## src/rtl/rom_load_pkg.sv

```systemverilog
// Shared types and default constants for
// the ROM download scheduler.
package rom_load_pkg;

  typedef enum logic [1:0] {
    IDLE,
    ISSUE,
    WAIT
  } fsm_t;

  typedef struct packed {
    logic [24:0] addr;
    logic [7:0]  data;
  } ld_entry_t;

  localparam int LD_W = $bits(ld_entry_t);

  localparam logic [24:0] DEF_GFX_BASE  = 25'h10000;
  localparam logic [7:0]  DEF_ROM_INDEX = 8'd0;

endpackage

```

## src/rtl/rom_load_scheduler_if.sv

```systemverilog
// data_io download bus plus the two SDRAM
// toggle-handshake write ports.
interface rom_load_scheduler_if;

  logic        ioctl_downl;
  logic [7:0]  ioctl_index;
  logic        ioctl_wr;
  logic [24:0] ioctl_addr;
  logic [7:0]  ioctl_dout;

  logic        port1_req;
  logic        port1_ack;
  logic [22:0] port1_a;
  logic [1:0]  port1_ds;
  logic [15:0] port1_d;

  logic        port2_req;
  logic        port2_ack;
  logic [23:0] port2_a;
  logic [1:0]  port2_ds;
  logic [15:0] port2_d;

  logic        port_we;

  modport master (
    input  ioctl_downl, ioctl_index,
    input  ioctl_wr, ioctl_addr, ioctl_dout,
    input  port1_ack, port2_ack,
    output port1_req, port1_a,
    output port1_ds, port1_d,
    output port2_req, port2_a,
    output port2_ds, port2_d,
    output port_we
  );

  modport slave (
    output ioctl_downl, ioctl_index,
    output ioctl_wr, ioctl_addr, ioctl_dout,
    output port1_ack, port2_ack,
    input  port1_req, port1_a,
    input  port1_ds, port1_d,
    input  port2_req, port2_a,
    input  port2_ds, port2_d,
    input  port_we
  );

endinterface

```

## src/rtl/rom_load_scheduler_fifo.sv

```systemverilog
// Single-clock show-ahead FIFO; pointers carry
// one extra wrap bit to tell full from empty.
module byte_fifo #(
  parameter int W  = 33,
  parameter int AW = 3
) (
  input  logic         clk,
  input  logic         reset_n,
  input  logic         push,
  input  logic         pop,
  input  logic [W-1:0] din,
  output logic [W-1:0] dout,
  output logic         empty,
  output logic         full
);

  localparam int D = 1 << AW;

  logic [W-1:0] mem_q [D];
  logic [AW:0]  wp_q, wp_d;
  logic [AW:0]  rp_q, rp_d;

  assign empty = (wp_q == rp_q);
  assign full  = (wp_q[AW] != rp_q[AW]) &&
                 (wp_q[AW-1:0] == rp_q[AW-1:0]);
  assign dout  = mem_q[rp_q[AW-1:0]];

  always_comb begin
    wp_d = wp_q;
    rp_d = rp_q;
    if (push && !full)
      wp_d = wp_q + (AW+1)'(1);
    if (pop && !empty)
      rp_d = rp_q + (AW+1)'(1);
  end

  always_ff @(posedge clk) begin
    if (!reset_n) begin
      wp_q <= '0;
      rp_q <= '0;
    end else begin
      wp_q <= wp_d;
      rp_q <= rp_d;
    end
  end

  always_ff @(posedge clk) begin
    if (push && !full)
      mem_q[wp_q[AW-1:0]] <= din;
  end

endmodule

```

## src/rtl/rom_load_scheduler.sv

```systemverilog
// Buffers ROM download bytes and writes each one
// to SDRAM port1 (CPU) or port2 (GFX) by toggle req/ack.
module rom_load_scheduler
  import rom_load_pkg::*;
#(
  parameter int          FIFO_AW     = 3,
  parameter logic [24:0] GFX_BASE    = DEF_GFX_BASE,
  parameter logic [7:0]  ROM_INDEX   = DEF_ROM_INDEX,
  parameter int          ACK_TIMEOUT = 255
) (
  input  logic clk_sys,
  input  logic reset_n,
  rom_load_scheduler_if.master bus,
  output logic busy,
  output logic rom_loaded,
  output logic overflow,
  output logic timeout
);

  localparam int WD_W = $clog2(ACK_TIMEOUT + 1);
  localparam logic [WD_W-1:0] WD_MAX =
    WD_W'(ACK_TIMEOUT);

  fsm_t state_q, state_d;

  logic wr_q, wr_d;
  logic downl_q, downl_d;
  logic ran_q, ran_d;
  logic sel_q, sel_d;
  logic req1_q, req1_d;
  logic req2_q, req2_d;
  logic sh1_q, sh1_d;
  logic sh2_q, sh2_d;
  logic [22:0] a1_q, a1_d;
  logic [1:0]  ds1_q, ds1_d;
  logic [15:0] d1_q, d1_d;
  logic [23:0] a2_q, a2_d;
  logic [1:0]  ds2_q, ds2_d;
  logic [15:0] d2_q, d2_d;
  logic [WD_W-1:0] wd_q, wd_d;
  logic loaded_q, loaded_d;
  logic ovf_q, ovf_d;
  logic to_q, to_d;

  logic            push, empty, full;
  logic [LD_W-1:0] fifo_dout;
  ld_entry_t       ent;
  logic [24:0]     rel;
  logic            is_gfx;
  logic            ack_ok, expire, rise;
  logic            pop, issue, wd_run, force_sh;

  assign push = !wr_q && bus.ioctl_wr &&
                bus.ioctl_downl &&
                (bus.ioctl_index == ROM_INDEX);

  byte_fifo #(
    .W  (LD_W),
    .AW (FIFO_AW)
  ) u_fifo (
    .clk     (clk_sys),
    .reset_n (reset_n),
    .push    (push),
    .pop     (pop),
    .din     ({bus.ioctl_addr, bus.ioctl_dout}),
    .dout    (fifo_dout),
    .empty   (empty),
    .full    (full)
  );

  assign ent    = ld_entry_t'(fifo_dout);
  assign is_gfx = (ent.addr >= GFX_BASE);
  assign rel    = ent.addr - GFX_BASE;
  assign rise   = bus.ioctl_downl && !downl_q;

  // The shadow lets a timed-out port look complete.
  assign ack_ok = sel_q ?
    ((bus.port2_ack ^ sh2_q) == req2_q) :
    ((bus.port1_ack ^ sh1_q) == req1_q);
  assign expire = (wd_q == WD_MAX);

  always_ff @(posedge clk_sys) begin
    if (!reset_n)
      state_q <= IDLE;
    else
      state_q <= state_d;
  end

  always_comb begin
    state_d = state_q;
    unique case (state_q)
      IDLE:    if (!empty) state_d = ISSUE;
      ISSUE:   state_d = WAIT;
      WAIT:    if (ack_ok || expire) state_d = IDLE;
      default: state_d = IDLE;
    endcase
  end

  always_comb begin
    pop      = 1'b0;
    issue    = 1'b0;
    wd_run   = 1'b0;
    force_sh = 1'b0;
    unique case (1'b1)
      state_q == IDLE:  pop = !empty;
      state_q == ISSUE: issue = 1'b1;
      state_q == WAIT: begin
        wd_run   = !ack_ok && !expire;
        force_sh = !ack_ok && expire;
      end
      default: ;
    endcase
  end

  always_comb begin
    wr_d     = bus.ioctl_wr;
    downl_d  = bus.ioctl_downl;
    ran_d    = ran_q;
    sel_d    = sel_q;
    req1_d   = req1_q;
    req2_d   = req2_q;
    sh1_d    = sh1_q;
    sh2_d    = sh2_q;
    a1_d     = a1_q;
    ds1_d    = ds1_q;
    d1_d     = d1_q;
    a2_d     = a2_q;
    ds2_d    = ds2_q;
    d2_d     = d2_q;
    wd_d     = wd_q;
    loaded_d = loaded_q;
    ovf_d    = ovf_q;
    to_d     = to_q;

    if (pop) begin
      sel_d = is_gfx;
      wd_d  = '0;
      if (is_gfx) begin
        a2_d  = {rel[24:17], rel[14:0], rel[16]};
        ds2_d = {rel[15], ~rel[15]};
        d2_d  = {ent.data, ent.data};
      end else begin
        a1_d  = ent.addr[23:1];
        ds1_d = {ent.addr[0], ~ent.addr[0]};
        d1_d  = {ent.data, ent.data};
      end
    end

    if (issue) begin
      if (sel_q) req2_d = ~req2_q;
      else       req1_d = ~req1_q;
    end

    if (wd_run)
      wd_d = wd_q + WD_W'(1);

    if (rise) begin
      loaded_d = 1'b0;
      ovf_d    = 1'b0;
      to_d     = 1'b0;
      ran_d    = 1'b1;
    end

    if (force_sh) begin
      to_d = 1'b1;
      if (sel_q) sh2_d = bus.port2_ack ^ req2_q;
      else       sh1_d = bus.port1_ack ^ req1_q;
    end

    if (push && full)
      ovf_d = 1'b1;

    if (ran_q && !bus.ioctl_downl &&
        empty && state_q == IDLE)
      loaded_d = 1'b1;
  end

  always_ff @(posedge clk_sys) begin
    if (!reset_n) begin
      wr_q     <= 1'b0;
      downl_q  <= 1'b0;
      ran_q    <= 1'b0;
      sel_q    <= 1'b0;
      req1_q   <= 1'b0;
      req2_q   <= 1'b0;
      sh1_q    <= 1'b0;
      sh2_q    <= 1'b0;
      a1_q     <= '0;
      ds1_q    <= '0;
      d1_q     <= '0;
      a2_q     <= '0;
      ds2_q    <= '0;
      d2_q     <= '0;
      wd_q     <= '0;
      loaded_q <= 1'b0;
      ovf_q    <= 1'b0;
      to_q     <= 1'b0;
    end else begin
      wr_q     <= wr_d;
      downl_q  <= downl_d;
      ran_q    <= ran_d;
      sel_q    <= sel_d;
      req1_q   <= req1_d;
      req2_q   <= req2_d;
      sh1_q    <= sh1_d;
      sh2_q    <= sh2_d;
      a1_q     <= a1_d;
      ds1_q    <= ds1_d;
      d1_q     <= d1_d;
      a2_q     <= a2_d;
      ds2_q    <= ds2_d;
      d2_q     <= d2_d;
      wd_q     <= wd_d;
      loaded_q <= loaded_d;
      ovf_q    <= ovf_d;
      to_q     <= to_d;
    end
  end

  assign busy = bus.ioctl_downl || !empty ||
                (state_q != IDLE);

  assign bus.port_we   = busy;
  assign bus.port1_req = req1_q;
  assign bus.port1_a   = a1_q;
  assign bus.port1_ds  = ds1_q;
  assign bus.port1_d   = d1_q;
  assign bus.port2_req = req2_q;
  assign bus.port2_a   = a2_q;
  assign bus.port2_ds  = ds2_q;
  assign bus.port2_d   = d2_q;

  assign rom_loaded = loaded_q;
  assign overflow   = ovf_q;
  assign timeout    = to_q;

endmodule
```

## src/flat_wrapper.sv

```systemverilog
// flat-port wrapper written by rule: the top's interface ports become plain ports
module rom_load_scheduler_flat import rom_load_pkg::*;
#(
  parameter int          FIFO_AW     = 3,
  parameter logic [24:0] GFX_BASE    = DEF_GFX_BASE,
  parameter logic [7:0]  ROM_INDEX   = DEF_ROM_INDEX,
  parameter int          ACK_TIMEOUT = 255
)
  (clk_sys, reset_n, busy, rom_loaded, overflow, timeout, bus_ioctl_downl, bus_ioctl_index, bus_ioctl_wr, bus_ioctl_addr, bus_ioctl_dout, bus_port1_ack, bus_port2_ack, bus_port1_req, bus_port1_a, bus_port1_ds, bus_port1_d, bus_port2_req, bus_port2_a, bus_port2_ds, bus_port2_d, bus_port_we);
  rom_load_scheduler_if bus_i ();
  input  logic clk_sys;
  input  logic reset_n;
  output logic busy;
  output logic rom_loaded;
  output logic overflow;
  output logic timeout;
  input wire logic [$bits(bus_i.ioctl_downl)-1:0] bus_ioctl_downl;
  input wire logic [$bits(bus_i.ioctl_index)-1:0] bus_ioctl_index;
  input wire logic [$bits(bus_i.ioctl_wr)-1:0] bus_ioctl_wr;
  input wire logic [$bits(bus_i.ioctl_addr)-1:0] bus_ioctl_addr;
  input wire logic [$bits(bus_i.ioctl_dout)-1:0] bus_ioctl_dout;
  input wire logic [$bits(bus_i.port1_ack)-1:0] bus_port1_ack;
  input wire logic [$bits(bus_i.port2_ack)-1:0] bus_port2_ack;
  output wire logic [$bits(bus_i.port1_req)-1:0] bus_port1_req;
  output wire logic [$bits(bus_i.port1_a)-1:0] bus_port1_a;
  output wire logic [$bits(bus_i.port1_ds)-1:0] bus_port1_ds;
  output wire logic [$bits(bus_i.port1_d)-1:0] bus_port1_d;
  output wire logic [$bits(bus_i.port2_req)-1:0] bus_port2_req;
  output wire logic [$bits(bus_i.port2_a)-1:0] bus_port2_a;
  output wire logic [$bits(bus_i.port2_ds)-1:0] bus_port2_ds;
  output wire logic [$bits(bus_i.port2_d)-1:0] bus_port2_d;
  output wire logic [$bits(bus_i.port_we)-1:0] bus_port_we;
  assign bus_i.ioctl_downl = bus_ioctl_downl;
  assign bus_i.ioctl_index = bus_ioctl_index;
  assign bus_i.ioctl_wr = bus_ioctl_wr;
  assign bus_i.ioctl_addr = bus_ioctl_addr;
  assign bus_i.ioctl_dout = bus_ioctl_dout;
  assign bus_i.port1_ack = bus_port1_ack;
  assign bus_i.port2_ack = bus_port2_ack;
  assign bus_port1_req = bus_i.port1_req;
  assign bus_port1_a = bus_i.port1_a;
  assign bus_port1_ds = bus_i.port1_ds;
  assign bus_port1_d = bus_i.port1_d;
  assign bus_port2_req = bus_i.port2_req;
  assign bus_port2_a = bus_i.port2_a;
  assign bus_port2_ds = bus_i.port2_ds;
  assign bus_port2_d = bus_i.port2_d;
  assign bus_port_we = bus_i.port_we;
  rom_load_scheduler #(.FIFO_AW(FIFO_AW), .GFX_BASE(GFX_BASE), .ROM_INDEX(ROM_INDEX), .ACK_TIMEOUT(ACK_TIMEOUT)) u_core (.clk_sys(clk_sys), .reset_n(reset_n), .bus(bus_i), .busy(busy), .rom_loaded(rom_loaded), .overflow(overflow), .timeout(timeout));
endmodule
```

## config.mk

```make
export PLATFORM = sky130hd
export DESIGN_NAME = rom_load_scheduler_flat
export DESIGN_NICKNAME = d
export VERILOG_FILES = /design/src/rtl/rom_load_pkg.sv /design/src/rtl/rom_load_scheduler_if.sv /design/src/rtl/rom_load_scheduler_fifo.sv /design/src/rtl/rom_load_scheduler.sv /design/src/flat_wrapper.sv
export SDC_FILE = /design/constraint.sdc
export NUM_CORES = 1
export LEC_CHECK = 0
export ABC_CLOCK_PERIOD_IN_PS = 6700
export BUFFER_PORTS_ARGS = -buffer_cell sky130_fd_sc_hd__buf_2
export CORE_MARGIN = 4
export CORE_UTILIZATION = 54
export DETAILED_ROUTE_END_ITERATION = 8
export PLACE_DENSITY = 0.74
export SYNTH_ARGS = -nofsm -noshare
export SYNTH_HDL_FRONTEND = slang
export SYNTH_SLANG_ARGS = --single-unit
```

## constraint.sdc

```tcl
create_clock -name clk_sys -period 6.7 [get_ports clk_sys]
set_input_delay 0.335 -clock clk_sys [delete_from_list [all_inputs] [get_ports clk_sys]]
set_output_delay 0.335 -clock clk_sys [all_outputs]
set_load 0.005 [all_outputs]
```

==> results by group <==
Status
  • Status: complete, no violations

Power
  • Maximum vdd drop: between 0.15 and 0.2 mV
  • Overall Power: between 0.005 and 0.006 W
  • PD cells: 302 nW/um^2
  • Leak pwr: 5.98 nW

Timing
  • RSZ-0062 raised after global routing: no
  • Tmin final: between 4000 and 5000 ps
  • Final period util: 0.632
  • Final hold violation count: 0
  • Clk_skew: 12.9 ps
  • Slew headroom: 0.182
  • Worst Tran Pin Value: 1230 ps
  • Fmax: between 0.2 and 0.25 GHz
  • Final worst slack: around 2500 ps
  • TNS Setup: 0 ps
  • Final Max Slew Viols: 0
  • Final setup viols: 0

Place
  • Post-DP HPWL: around 19 mm
  • Placer Congestion: around 0.85
  • IO buf count: around 140
  • Dpl cell area: approximately 15,000 um^2
  • DP Worst Slack: 2580 ps

Global routing
  • Initial antenna violation count: 4
  • Remaining Overflow, GRT: 0
  • Vias in the first global route: roughly 8,000
  • Pin count of the biggest net entering global routing: roughly 100
  • Total Routing Usage GR: 0.208
  • First-pass GRT wire length: between 40 and 50 mm

Clocking
  • Post-CTS Hold Fix Bufs: 0
  • TritonCTS sink count: 363
  • Num CTS Buffers: 37
  • Post-cts resize count: 0
  • H-tree levels: 2
  • CTS clock-pin slew for the worst setup and hold paths: roughly 60 ps
  • Post-CTS setup buffer count: 0
  • CTS tree: built
  • Maximum clock insertion buffer count: 3
  • Clock Latency Late Sink: between 500 and 600 ps
  • CTS root buf: clkbuf_16

Logic synthesis
  • #FFs+latches synth: 363
  • Synth top area cells: edfxtp_1, dfxtp_1, mux4_2, mux2i_1, nand2_1
  • Post-synthesis sequential area ratio: 0.680
  • Main synth FF type: edfxtp_1
  • Cell taking the most area after synthesis: edfxtp_1
  • Area fraction of the dominant cell type after synthesis: 0.544
  • Synth Warn #: 0
  • EDFF count, synth: around 260
  • Mapped Cells: 925
  • Synth unique cells: 66
  • Mapped Area: about 15,000 um^2
  • Syn Area/Cell: 15.8 um^2
  • Net count after synthesis: approximately 980
  • Ys async rst share: 0

Finish
  • Filler Cell Count: around 1,900
  • Number of nets in the layout: roughly 1,100
  • Commonest non-fill, non-tap cell in the layout: edfxtp_1
  • Layout area overhead: 14.1%
  • Fin util: 0.633
  • Sequential cell area: about 9900 um^2
  • Final Cell Area: about 17,000 um^2
  • Share of layout cells above drive strength 1: 0.284
  • Most frequent cells in the layout: edfxtp_1, buf_2, nand2_1
  • Area of the multi-input gates: roughly 4300 um^2

Setup path
  • Arr. time, crit path: about 4700 ps
  • WS Path Type: reg -> reg
  • Worst Path Required: 7130 ps
  • R2R cell count: 8
  • Worst path max stage delay: ~1100 ps
  • Worst-path fanout max: 33
  • Critical Path Start Type: register
  • CP max stage cell: a311oi_4
  • Reg2reg end: u_core.bus.port1_a[11]$_SDFFE_PN0P_
  • Worst setup path end: u_core.bus.port1_a[11]$_SDFFE_PN0P_
  • Reg2Reg Setup Slack: 2470 ps
  • Worst Setup End Kind: register
  • Critical Path, Cell by Cell: buf_4, nand2b_1, nor3_1, nor4_1, nand3_1, or3_4, a311oi_4, mux2i_1

Routing
  • WL per Instance: approximately 22 um
  • Via density: around 6
  • WL final: 31.2 mm
  • Iter 0 DRT Violations: 836
  • DRC viols: 0
  • Final ANT Viol Nets: 0
  • Total number of vias: between 8,000 and 9,000
  • First-pass iteration count of the detailed router: 6

Die
  • Starting Density: 0.555
  • Die width: about 170 um
  • Die Height: between 150 and 200 um
  • Io pins: 137
  • Core area: approximately 26,000 um^2
  • FP Rows: 59
  • Die ar.: a little under 30,000 um^2

Min path
  • HP Class: in -> reg

Flow run
  • Max Cap Viol: 0
==> synth_stat cells, drive strengths merged (8+ instances only) <==
cell type    n
nand3       10
dfxtp       99
xnor2       11
clkbuf      20
or2          8
nand2b      10
nor3        20
nand2      123
and2         8
or3          8
nor2        39
inv         10
edfxtp     264
mux2i       78
and3        11
mux4        64
a21oi       13
buf         43
mux2         9
o21ai       12
==> power by group <==
group | switching, W | internal (W) | total [W] | leakage [nW]
Clock | 0.000818 | 0.00116 | 0.00198 | 0.588
Sequential | 0.0000682 | 0.00245 | 0.00252 | 3.17
Combinational | 0.000283 | 0.000245 | 0.000528 | 2.22
Total | 0.00117 | 0.00386 | 0.00503 | 5.98
==> per-layer routing <==
layer,global-route usage,vias to the layer above,wire [um]
met5,0,-,38
met4,0.0502,6,471
met3,0.0418,53,2470
met2,0.327,345,14600
met1,0.303,4151,13600
li1,-,3748,-
==> worst min path at each step <==
stage | to | slack [ps] | cells past startpoint | start
2_1_floorplan | u_core.u_fifo.mem_q[0][0]$_DFFE_PP_ | 430 | 0 | bus_ioctl_dout[0]
3_3_place_gp | u_core.bus.port2_a[16]$_SDFFE_PN0P_ | 440 | 2 | u_core.bus.port2_a[16]$_SDFFE_PN0P_
3_5_place_dp | u_core.bus.port1_a[4]$_SDFFE_PN0P_ | 450 | 2 | u_core.bus.port1_a[4]$_SDFFE_PN0P_
4_1_cts | u_core.wr_q$_SDFF_PN0_ | 20 | 2 | bus_ioctl_wr
5_1_grt | u_core.wr_q$_SDFF_PN0_ | 40 | 2 | bus_ioctl_wr
6_report | u_core.wr_q$_SDFF_PN0_ | 30 | 2 | bus_ioctl_wr
==> worst max-delay path: cells and delay by family (launching register included) <==
family	cells	cell delay, ps
DFF	1	770
muxes	1	290
and+or+nand+nor	5	1470
AOI/OAI and AO/OA	1	1050
buffers and inverters	1	530
==> cell families after synthesis <==
logic type      Yosys count  share of synthesized area
flops                   363                      0.680
simple gates            267                     0.0888
mux                     151                      0.161
buf+inv                  73                     0.0316
compound gates           48                     0.0228
xor+xnor                 18                     0.0118
fa+ha+maj                 5                    0.00429
==> flip-flops by register name (all words and copies together), names as in the netlist, 2 cells and up, named ones only <==
signal	count
u_core.bus.port1_ds	2
u_core.bus.port2_d	8
u_core.bus.port2_a	24
u_core.bus.port1_d	8
u_core.wd_q	8
u_core.u_fifo.wp_q	4
u_core.bus.port2_ds	2
u_core.state_q	2
u_core.u_fifo.rp_q	4
u_core.u_fifo.mem_q	264
u_core.bus.port1_a	23
==> through the flow <==
| step | hold slack [ps] | std cells |
|---|---|---|
| final | 32.4 | 1416 |
| after global routing | 36.6 | 1416 |
| after CTS | 20.9 | 1415 |
| after detailed placement | 449 | 1348 |
| after global placement | 444 | 1348 |
| after floorplan | 434 | 925 |
==> cell type report <==
class | instances | share of cell area
Tap cell | 335 | 0.0252
Clock inverter | 17 | 0.00692
Timing Repair Buffer | 151 | 0.0477
Sequential cell | 363 | 0.596
Clock buffer | 50 | 0.0644
Inverter | 10 | 0.00226
Antenna cell | 1 | 0.000150
Multi-Input combinational cell | 489 | 0.258
Power figures use the tool's default switching activity.
